**config.mk**
```make
export PLATFORM = sky130hd
export DESIGN_NAME = fc_mem_sched
export DESIGN_NICKNAME = d
export VERILOG_FILES = /design/src/rtl/fc_sched_pkg.sv /design/src/rtl/fc_tile_counter.sv /design/src/rtl/fc_mem_sched.sv
export SDC_FILE = /design/constraint.sdc
export NUM_CORES = 1
export LEC_CHECK = 0
export CORE_MARGIN = 2
export CORE_UTILIZATION = 27
export CTS_CLUSTER_SIZE = 8
export DETAILED_ROUTE_END_ITERATION = 10
export PLACE_DENSITY = 0.56
export SLEW_MARGIN = 40
export SYNTH_ARGS = -nofsm -noshare
export SYNTH_HDL_FRONTEND = slang
export SYNTH_HIERARCHICAL = 1
export SYNTH_SLANG_ARGS = --single-unit
```
**constraint.sdc**
```tcl
create_clock -name clk -period 7 [get_ports clk]
set_clock_uncertainty 0.2 [all_clocks]
set_input_delay 0.7 -clock clk [delete_from_list [all_inputs] [get_ports clk]]
set_output_delay 0.7 -clock clk [all_outputs]
set_load 0.01 [all_outputs]
```
**src/rtl/fc_sched_pkg.sv**
```systemverilog
// Shared types for the fully-connected layer memory scheduler.
// State encoding and default address/tile widths.
package fc_sched_pkg;

  localparam int ADDR_W = 8;
  localparam int TILE_W = 8;

  typedef logic [ADDR_W-1:0] addr_t;
  typedef logic [TILE_W-1:0] tile_t;

  typedef enum logic [2:0] {
    IDLE,
    ISSUE,
    WAIT,
    WRITE,
    DONE
  } state_e;

endpackage

```
**src/rtl/fc_tile_counter.sv**
```systemverilog
// Nested (output tile, input tile) counter for the FC scheduler.
// Exposes current, next and last-step indications.
module fc_tile_counter
  import fc_sched_pkg::*;
#(
  parameter int TILE_BITS = TILE_W
) (
  input  logic                 clk,
  input  logic                 rst,
  input  logic                 load_i,
  input  logic                 step_i,
  input  logic [TILE_BITS-1:0] n_in_i,
  input  logic [TILE_BITS-1:0] n_out_i,
  output logic [TILE_BITS-1:0] it_o,
  output logic [TILE_BITS-1:0] ot_o,
  output logic [TILE_BITS-1:0] it_nx_o,
  output logic [TILE_BITS-1:0] ot_nx_o,
  output logic                 last_o
);

  logic [TILE_BITS-1:0] n_in_q, n_out_q;
  logic [TILE_BITS-1:0] it_q, ot_q;
  logic                 it_wrap, ot_wrap;

  assign it_wrap = (it_q == n_in_q - 1'b1);
  assign ot_wrap = (ot_q == n_out_q - 1'b1);

  assign it_o    = it_q;
  assign ot_o    = ot_q;
  assign it_nx_o = it_wrap ? '0 : it_q + 1'b1;
  assign ot_nx_o = !it_wrap ? ot_q :
                   ot_wrap  ? '0   : ot_q + 1'b1;
  assign last_o  = it_wrap && ot_wrap;

  always_ff @(posedge clk) begin
    if (rst) begin
      n_in_q  <= '0;
      n_out_q <= '0;
      it_q    <= '0;
      ot_q    <= '0;
    end else if (load_i) begin
      n_in_q  <= n_in_i;
      n_out_q <= n_out_i;
      it_q    <= '0;
      ot_q    <= '0;
    end else if (step_i) begin
      it_q <= it_nx_o;
      ot_q <= ot_nx_o;
    end
  end

endmodule

```
**src/rtl/fc_mem_sched.sv**
```systemverilog
// Sequencer for the shared ifmap/ofmap buffer feeding the MAC array.
// Walks output tiles outer, input tiles inner; all outputs registered.
module fc_mem_sched
  import fc_sched_pkg::*;
#(
  parameter int ADDRESS_BITS = ADDR_W,
  parameter int COLS_MAC     = 4,
  parameter int INPUTS_MAC   = 6,
  parameter int MAC_LAT      = 2,
  parameter int TILE_BITS    = TILE_W
) (
  input  logic                                     clk,
  input  logic                                     rst,
  input  logic                                     start,
  input  logic [ADDRESS_BITS-1:0]                  if_base,
  input  logic [ADDRESS_BITS-1:0]                  of_base,
  input  logic [TILE_BITS-1:0]                     n_in_tiles,
  input  logic [TILE_BITS-1:0]                     n_out_tiles,
  output logic [INPUTS_MAC-1:0][ADDRESS_BITS-1:0] if_address,
  output logic [COLS_MAC-1:0][ADDRESS_BITS-1:0]   of_r_address,
  output logic [COLS_MAC-1:0][ADDRESS_BITS-1:0]   of_w_address,
  output logic [COLS_MAC-1:0]                      en_w,
  output logic                                     mac_valid,
  output logic                                     acc_first,
  output logic                                     busy,
  output logic                                     done
);

  typedef logic [ADDRESS_BITS-1:0] a_t;
  typedef logic [TILE_BITS-1:0]    t_t;

  function automatic a_t calc(a_t base, t_t t, int stride, int idx);
    logic [31:0] s;
    s = 32'(base) + 32'(t) * 32'(stride) + 32'(idx);
    return s[ADDRESS_BITS-1:0];
  endfunction

  state_e state_q, state_d;
  logic [3:0] wcnt_q, wcnt_d;
  a_t ifb_q, ofb_q, ifb, ofb;

  logic [INPUTS_MAC-1:0][ADDRESS_BITS-1:0] if_q, if_d;
  logic [COLS_MAC-1:0][ADDRESS_BITS-1:0]   of_q, of_d;
  logic [COLS_MAC-1:0] en_w_q, en_w_d;
  logic mv_q, mv_d, af_q, af_d;
  logic busy_q, busy_d, done_q, done_d;

  logic load, step, iss, last;
  t_t it, ot, it_nx, ot_nx, iss_it, iss_ot;

  fc_tile_counter #(
    .TILE_BITS(TILE_BITS)
  ) u_cnt (
    .clk    (clk),
    .rst    (rst),
    .load_i (load),
    .step_i (step),
    .n_in_i (n_in_tiles),
    .n_out_i(n_out_tiles),
    .it_o   (it),
    .ot_o   (ot),
    .it_nx_o(it_nx),
    .ot_nx_o(ot_nx),
    .last_o (last)
  );

  // Bases come straight from the ports on the launch cycle.
  assign ifb = (state_q == IDLE) ? if_base : ifb_q;
  assign ofb = (state_q == IDLE) ? of_base : ofb_q;

  always_comb begin
    state_d = state_q;
    wcnt_d  = wcnt_q;
    load    = 1'b0;
    step    = 1'b0;
    iss     = 1'b0;
    iss_it  = it_nx;
    iss_ot  = ot_nx;
    unique case (state_q)
      IDLE: begin
        if (start) begin
          load = 1'b1;
          if (n_in_tiles == '0 || n_out_tiles == '0) begin
            state_d = DONE;
          end else begin
            state_d = ISSUE;
            iss     = 1'b1;
            iss_it  = '0;
            iss_ot  = '0;
          end
        end
      end
      ISSUE: begin
        if (MAC_LAT == 0) begin
          step = 1'b1;
          if (last) state_d = DONE;
          else begin
            state_d = ISSUE;
            iss     = 1'b1;
          end
        end else if (MAC_LAT == 1) begin
          state_d = WRITE;
        end else begin
          state_d = WAIT;
          wcnt_d  = 4'(MAC_LAT - 2);
        end
      end
      WAIT: begin
        if (wcnt_q == '0) state_d = WRITE;
        else wcnt_d = wcnt_q - 1'b1;
      end
      WRITE: begin
        step = 1'b1;
        if (last) state_d = DONE;
        else begin
          state_d = ISSUE;
          iss     = 1'b1;
        end
      end
      DONE:    state_d = IDLE;
      default: state_d = IDLE;
    endcase
  end

  always_comb begin
    if_d = if_q;
    of_d = of_q;
    if (iss) begin
      for (int i = 0; i < INPUTS_MAC; i++)
        if_d[i] = calc(ifb, iss_it, INPUTS_MAC, i);
      for (int j = 0; j < COLS_MAC; j++)
        of_d[j] = calc(ofb, iss_ot, COLS_MAC, j);
    end
    mv_d   = iss;
    af_d   = iss && (iss_it == '0);
    en_w_d = {COLS_MAC{(state_d == WRITE) || (iss && MAC_LAT == 0)}};
    busy_d = (state_d == ISSUE) || (state_d == WAIT) || (state_d == WRITE);
    done_d = (state_d == DONE);
  end

  always_ff @(posedge clk) begin
    if (rst) begin
      state_q <= IDLE;
      wcnt_q  <= '0;
      ifb_q   <= '0;
      ofb_q   <= '0;
      if_q    <= '0;
      of_q    <= '0;
      en_w_q  <= '0;
      mv_q    <= 1'b0;
      af_q    <= 1'b0;
      busy_q  <= 1'b0;
      done_q  <= 1'b0;
    end else begin
      state_q <= state_d;
      wcnt_q  <= wcnt_d;
      if (load) begin
        ifb_q <= if_base;
        ofb_q <= of_base;
      end
      if_q   <= if_d;
      of_q   <= of_d;
      en_w_q <= en_w_d;
      mv_q   <= mv_d;
      af_q   <= af_d;
      busy_q <= busy_d;
      done_q <= done_d;
    end
  end

  assign if_address   = if_q;
  assign of_r_address = of_q;
  assign of_w_address = of_q;
  assign en_w         = en_w_q;
  assign mac_valid    = mv_q;
  assign acc_first    = af_q;
  assign busy         = busy_q;
  assign done         = done_q;

endmodule

```
==> flow_metrics.tcl, run 1 <==
set metrics [dict create \
    hold_class "reg2reg" \
    worst_ep_arrival_ns 6.16 \
    most-common-layout-cells "153 x sky130_fd_sc_hd__clkdlybuf4s50_1, 132 x sky130_fd_sc_hd__dfxtp_1, 112 x sky130_fd_sc_hd__nor2_1, 108 x sky130_fd_sc_hd__nand2_1, 69 x sky130_fd_sc_hd__a21oi_1" \
    fp.dieH_um 173 \
    cp_slowest_cell "sky130_fd_sc_hd__a2111oi_0" \
    globalRoute.totalOverflow 0 \
    dp.final_hpwl_um 15000 \
    finalHoldViolCount 0 \
    cts-root-buf "sky130_fd_sc_hd__clkbuf_16" \
    drive_gt1_frac 0.0800 \
    initial_core_utilization 0.276 \
    tightest_slew_ns 0.814 \
    detailed_route_via_count 6638 \
    placeableCoreArea_um2 27900 \
    worst-setup-path-type "reg2reg" \
    final_net_count 1097 \
    multi_input_area_um2 4390 \
    synthesized_net_count 1012 \
    antennaDiodeCount 0 \
    finalMaxSlewViolations 0 \
    tritoncts_num_sinks 132 \
    critical_path.top_delay_family "simple AND/OR/NAND/NOR gates" \
    grt_pass1_vias 6440 \
    critPathMostFrequentCell "sky130_fd_sc_hd__nor2_1" \
    clkTransAtPathRegs_ns 0.07 \
    fin_tns_setup_ns 0 \
    number_of_instances_in_the_synthesized_netlist 939 \
    gp_routability_congestion 0.812 \
    grt.total_usage 0.142 \
    clock.fmax_ghz 0.166 \
    remaining_drc_errors 0 \
    ioPinCount 155 \
    vias_per_cell 4.69 \
    finalSetupViolCount 0 \
    critical_path.max_stage_delay_ns 0.59 \
    path_cells "inv_1 > ha_1 > xor2_1 > a21boi_0 > a2111oi_0 > nand3_1 > nor2_1 > nor2_1 > nand2_1 > inv_1 > ha_1 > fa_1 > a21oi_1 > nor2_1 > nor2_1 > xnor2_1 > ha_1 > or4b_1 > o2111ai_2 > nand4_1 > a21oi_1 > xnor2_1 > a211oi_1" \
    die_width_um 173 \
    period_needed_ns 6.02 \
    ctsResizeCount 0 \
    buf_inv_stages_crit_path 2 \
    ys.warnings.count 6 \
    p_leak_nw 3.68 \
    postSynthAreaPerCell_um2 8.20 \
    grt_max_degree 101 \
    setup.worst_path.start "u_cnt/n_in_q[0]$_SDFFE_PP0P_" \
    min_period_over_period 0.860 \
    area_growth_syn_to_layout_pct 28.4 \
    crit_path_start_kind "register" \
    wire_length_of_the_first_global_routing_pass_um 34600 \
    run_status "complete, no violations" \
    regArea_um2 2640 \
    clock_insertion_delay_worst_skew_ns 0.43 \
    power_density_nw_per_um2 277 \
    cts_made_buffers 17 \
    firstDrtPassIters 4 \
    placement_rows 61 \
    number_of_antenna_violating_nets_in_the_routed_design 0 \
    initial_antenna_violation_count 0 \
    post_cts_setup_buffer_count 0 \
    source_of_the_worst_hold_timing_path "if_address[6]$_SDFFE_PP0P_" \
    drt_wl_total_um 21000 \
    setup_repair_after_global_routing_missed_its_margin "false" \
    detailed_route_wire_length_per_cell_um 14.8 \
    timing.max_slew.rel_slack 0.458 \
    filler_cell_count 2909 \
    cts_htree_levels 4 \
    final_util 0.354 \
    critical_path.max_fanout 9 \
    vdd.ir_drop.worst_uv 146 \
    layout_commonest_cell "sky130_fd_sc_hd__clkdlybuf4s50_1" \
    cp.required_ns 7.14 \
    tritoncts "done" \
    timing.max_cap.violations 0 \
    hold_buffers 0 \
    mappedNetlistArea_um2 7700 \
    detailedRoute.firstIterationViolations 440 \
    end_kind "register" \
    cts_buffer_depth 2 \
    port_buffers 154 \
    startpoint_of_the_worst_slack_reg_to_reg_timing_path "u_cnt/n_in_q[0]$_SDFFE_PP0P_" \
    overall_die_area_um2 29900 \
]
final timing paths:
path	cells after the start	slack (ns)	end
setup / recovery	23	0.98	if_address[47]$_SDFFE_PP0P_
hold / removal	2	0.25	if_address[6]$_SDFFE_PP0P_
setup reg to reg	23	0.98	if_address[47]$_SDFFE_PP0P_
hold reg to reg	2	0.25	if_address[6]$_SDFFE_PP0P_
per-stage QoR:
stage | total power [mW] | instance area, um2 | setup slack [ns] | instances | hold WS (ns)
finish | 2.74 | 9880 | 0.978 | 1415 | 0.249
global route | 2.90 | 9880 | 0.390 | 1415 | 0.264
CTS | 2.77 | 9860 | 1.06 | 1414 | 0.253
detailed placement | 1.86 | 9280 | 1.07 | 1382 | 0.244
global placement | 1.85 | 9240 | 1.21 | 1381 | 0.240
floorplan | 1.52 | 7700 | 1.65 | 939 | 0.234
sequential cells by signal (all words and copies together) (netlist names):
| name | count |
|---|---|
| wcnt_q | 4 |
| acc_first | 1 |
| en_w | 1 |
| state_q | 3 |
| busy | 1 |
| if_address | 42 |
| ofb_q | 8 |
| ifb_q | 8 |
| of_r_address | 30 |
| u_cnt/it_o | 8 |
| mac_valid | 1 |
| u_cnt/n_out_q | 8 |
| u_cnt/n_in_q | 8 |
| u_cnt/ot_o | 8 |
| done | 1 |
power by group:
group          switching [mW]  internal [mW]  leakage [nW]  total, mW
clock network           0.383          0.510         0.285      0.893
registers              0.0675          0.845          1.08      0.913
logic                   0.502          0.433          2.32      0.934
total                   0.952           1.79          3.68       2.74
final cells by class:
class / count / area share
multi-input combinational: 665 / 0.444
sequential: 132 / 0.267
timing repair buffer: 163 / 0.165
tap: 378 / 0.0478
clock buffer: 19 / 0.0448
inverter: 45 / 0.0171
clock inverter: 13 / 0.0139
per-layer routing:
layer | wire length (um) | up-vias | GRT usage
li1 | - | 3395 | -
met2 | 10000 | 131 | 0.239
met1 | 9860 | 3095 | 0.180
met4 | 361 | 0 | 0.0452
met3 | 762 | 17 | 0.0297
met5 | 0 | - | 0
worst register-to-register path: stages, from the launching register on:
cell and delay [ns]:
sky130_fd_sc_hd__dfxtp_1 0.43, sky130_fd_sc_hd__inv_1 0.07, sky130_fd_sc_hd__ha_1 0.29, sky130_fd_sc_hd__xor2_1 0.16
sky130_fd_sc_hd__a21boi_0 0.09, sky130_fd_sc_hd__a2111oi_0 0.59, sky130_fd_sc_hd__nand3_1 0.39, sky130_fd_sc_hd__nor2_1 0.43
sky130_fd_sc_hd__nor2_1 0.08, sky130_fd_sc_hd__nand2_1 0.09, sky130_fd_sc_hd__inv_1 0.06, sky130_fd_sc_hd__ha_1 0.22
sky130_fd_sc_hd__fa_1 0.41, sky130_fd_sc_hd__a21oi_1 0.15, sky130_fd_sc_hd__nor2_1 0.06, sky130_fd_sc_hd__nor2_1 0.12
sky130_fd_sc_hd__xnor2_1 0.08, sky130_fd_sc_hd__ha_1 0.36, sky130_fd_sc_hd__or4b_1 0.57, sky130_fd_sc_hd__o2111ai_2 0.22
sky130_fd_sc_hd__nand4_1 0.30, sky130_fd_sc_hd__a21oi_1 0.26, sky130_fd_sc_hd__xnor2_1 0.09, sky130_fd_sc_hd__a211oi_1 0.22
Power figures use the tool's default switching activity.
==> inputs of run 2 (changes only) <==
PLACE_DENSITY = 0.58   (was 0.56)
SKIP_LAST_GASP = 1   (was default)
clock period = 5.3 ns   (was 7 ns; I/O delays follow)
==> run 2 against run 1 <==
Clock power increased by 24%. Utilization increased by 0.41 points. Maximum frequency increased by 20%. Critical endpoint is now if_address[23]$_SDFFE_PP0P_. Register-to-register slack got worse by 0.71 ns. Design area increased by 1.2%. Count of clock-buffer cells in the layout decreased by 1.
==> flow_metrics.tcl, run 2 (same netlist as run 1, synthesis figures left out) <==
set metrics [dict create \
    run_status "complete, no violations" \
    total_switching_power_mw 1.26 \
    finalSetupViolCount 0 \
    critPathMostFrequentCell "sky130_fd_sc_hd__nor2_1" \
    grt.total_usage 0.141 \
    path_cells "inv_1 > ha_1 > xor2_1 > o211ai_1 > a2111oi_2 > buf_4 > nand3_2 > o21ai_2 > inv_1 > and2_2 > ha_2 > fa_2 > a21oi_1 > nor2_1 > nor2_1 > xnor2_1 > ha_1 > or4b_1 > o2111ai_2 > nand4_1 > nor2_1 > xnor2_1 > a211oi_2" \
    detailedRoute.firstIterationViolations 387 \
    grt_pass1_vias 6534 \
    detailed_route_wire_length_per_cell_um 14.7 \
    crit_path_start_kind "register" \
    startpoint_of_the_worst_slack_reg_to_reg_timing_path "u_cnt/n_in_q[1]$_SDFFE_PP0P_" \
    p_clk_frac 0.308 \
    stdcell_count 1434 \
    gp_routability_congestion 0.814 \
    detailed_route_via_count 6739 \
    placement.setup.worst_slack_ns 0.0951 \
    pwr-share-seq 0.336 \
    cts_made_buffers 17 \
    placeableCoreArea_um2 27900 \
    worst_ep_arrival_ns 5.10 \
    number_of_antenna_violating_nets_in_the_routed_design 0 \
    dp.final_hpwl_um 15300 \
    power_density_nw_per_um2 359 \
    worst_slack_ns 0.270 \
    tritoncts_num_sinks 132 \
    timing.max_cap.violations 0 \
    antennaDiodeCount 0 \
    clock_insertion_delay_worst_skew_ns 0.42 \
    source_of_the_worst_hold_timing_path "rst" \
    vias_per_cell 4.70 \
    critical_path.max_fanout 6 \
    cts_htree_levels 4 \
    cts-root-buf "sky130_fd_sc_hd__clkbuf_16" \
    worst_hold_path.endpoint "u_cnt/n_out_q[4]$_SDFFE_PP0P_" \
    initial_core_utilization 0.276 \
    initial_antenna_violation_count 0 \
    filler_cell_count 2917 \
    port_buffers 154 \
    clock.fmax_ghz 0.199 \
    most-common-layout-cells "153 x sky130_fd_sc_hd__clkdlybuf4s50_1, 131 x sky130_fd_sc_hd__dfxtp_1, 111 x sky130_fd_sc_hd__nor2_1, 108 x sky130_fd_sc_hd__nand2_1, 67 x sky130_fd_sc_hd__a21oi_1" \
    drive_gt1_frac 0.109 \
    tightest_slew_ns 0.797 \
    area_growth_syn_to_layout_pct 29.8 \
    critical_path.max_stage_delay_ns 0.50 \
    swShare 0.350 \
    timing.hold.worst_path_depth 2 \
    fin_worst_hold_slack_ns 0.248 \
    die_width_um 173 \
    timing.max_slew.rel_slack 0.469 \
    remaining_drc_errors 0 \
    firstDrtPassIters 5 \
    ioPinCount 155 \
    buf_inv_stages_crit_path 3 \
    grt_max_degree 100 \
    cp_slowest_cell "sky130_fd_sc_hd__or4b_1" \
    min_period_over_period 0.949 \
    clkTransAtPathRegs_ns 0.07 \
    setup_repair_after_global_routing_missed_its_margin "true" \
    hold_class "in2reg" \
    post-place-cells 1401 \
    overall_die_area_um2 29900 \
    worst_r2r_setup_slack_ns 0.27 \
    drt_wl_total_um 21100 \
    largest_register_ffs 42 \
    final_net_count 1116 \
    end_kind "register" \
    internal_power_mw 2.33 \
    cts_buffer_depth 2 \
    critical_path.top_delay_family "simple AND/OR/NAND/NOR gates" \
    wire_length_of_the_first_global_routing_pass_um 34400 \
    worst-setup-path-type "reg2reg" \
    placement_rows 61 \
    fp.dieH_um 173 \
    globalRoute.totalOverflow 0 \
    cp.required_ns 5.37 \
    p_leak_nw 3.75 \
    timing.reg2reg.worst_path_depth 23 \
    finalMaxSlewViolations 0 \
    period_needed_ns 5.03 \
    tritoncts "done" \
    vdd.ir_drop.worst_uv 235 \
    power.total_mw 3.59 \
    p_comb_frac 0.355 \
    fin_tns_setup_ns 0 \
    finalHoldViolCount 0 \
    layout_commonest_cell "sky130_fd_sc_hd__clkdlybuf4s50_1" \
    worst_r2r_endpoint "if_address[23]$_SDFFE_PP0P_" \
]
==> run 2: changes by cell type in the layout (fill, tap and decap cells not counted), sizes merged <==
cell      delta
buf         +19
clkinv       +3
clkinvlp     +1
inv          -2
clkbuf       -1
bufinv       -1
==> run 2: worst max-delay path by stage <==
stage | from | to | slack [ns] | depth (start not counted)
floorplan | u_cnt/n_in_q[0]$_SDFFE_PP0P_ | if_address[47]$_SDFFE_PP0P_ | 0.01 | 24
global placement | u_cnt/n_in_q[1]$_SDFFE_PP0P_ | if_address[47]$_SDFFE_PP0P_ | 0.12 | 23
detailed placement | u_cnt/n_in_q[1]$_SDFFE_PP0P_ | if_address[47]$_SDFFE_PP0P_ | 0.1 | 23
CTS | u_cnt/n_in_q[1]$_SDFFE_PP0P_ | if_address[23]$_SDFFE_PP0P_ | 0.03 | 23
global route | u_cnt/n_in_q[1]$_SDFFE_PP0P_ | if_address[23]$_SDFFE_PP0P_ | -0.02 | 23
finish | u_cnt/n_in_q[1]$_SDFFE_PP0P_ | if_address[23]$_SDFFE_PP0P_ | 0.27 | 23
==> run 2: per-layer routing <==
metal	vias up	track usage	wire length, um
met3	15	0.0273	718
met1	3160	0.179	9840
met5	-	0	0
li1	3429	-	-
met4	0	0.0410	327
met2	135	0.242	10300
==> run 2: layout make-up <==
cell class | count | area, um2 | share of cell area
sequential | 132 | 2640 | 0.264
multi-input combinational | 665 | 4420 | 0.442
clock buffer | 18 | 439 | 0.0439
clock inverter | 14 | 103 | 0.0103
tap | 378 | 473 | 0.0473
timing repair buffer | 182 | 1750 | 0.175
inverter | 45 | 169 | 0.0169
==> run 2: power by group through the flow <==
stage,registers [mW],logic [mW],clock network (mW)
after floorplan,1.26,0.747,0
after global placement,1.23,1.26,0
after detailed placement,1.23,1.27,0
after CTS,1.21,1.27,1.14
after global routing,1.22,1.40,1.17
final,1.21,1.27,1.11
==> run 2: what timing repair did <==
action | 4_1_cts | 5_1_grt
buffers inserted | 0 | 1
hold buffers | 0 | 0
endpoints found under the setup margin | 0 | 14
gates resized for setup | 0 | 16
==> run 2: metrics by stage <==
step | util | area [um2]
final | 0.358 | 10000
after global routing | 0.358 | 10000
after CTS | 0.356 | 9940
after detailed placement | 0.336 | 9400
after global placement | 0.336 | 9390
after floorplan | - | 7700
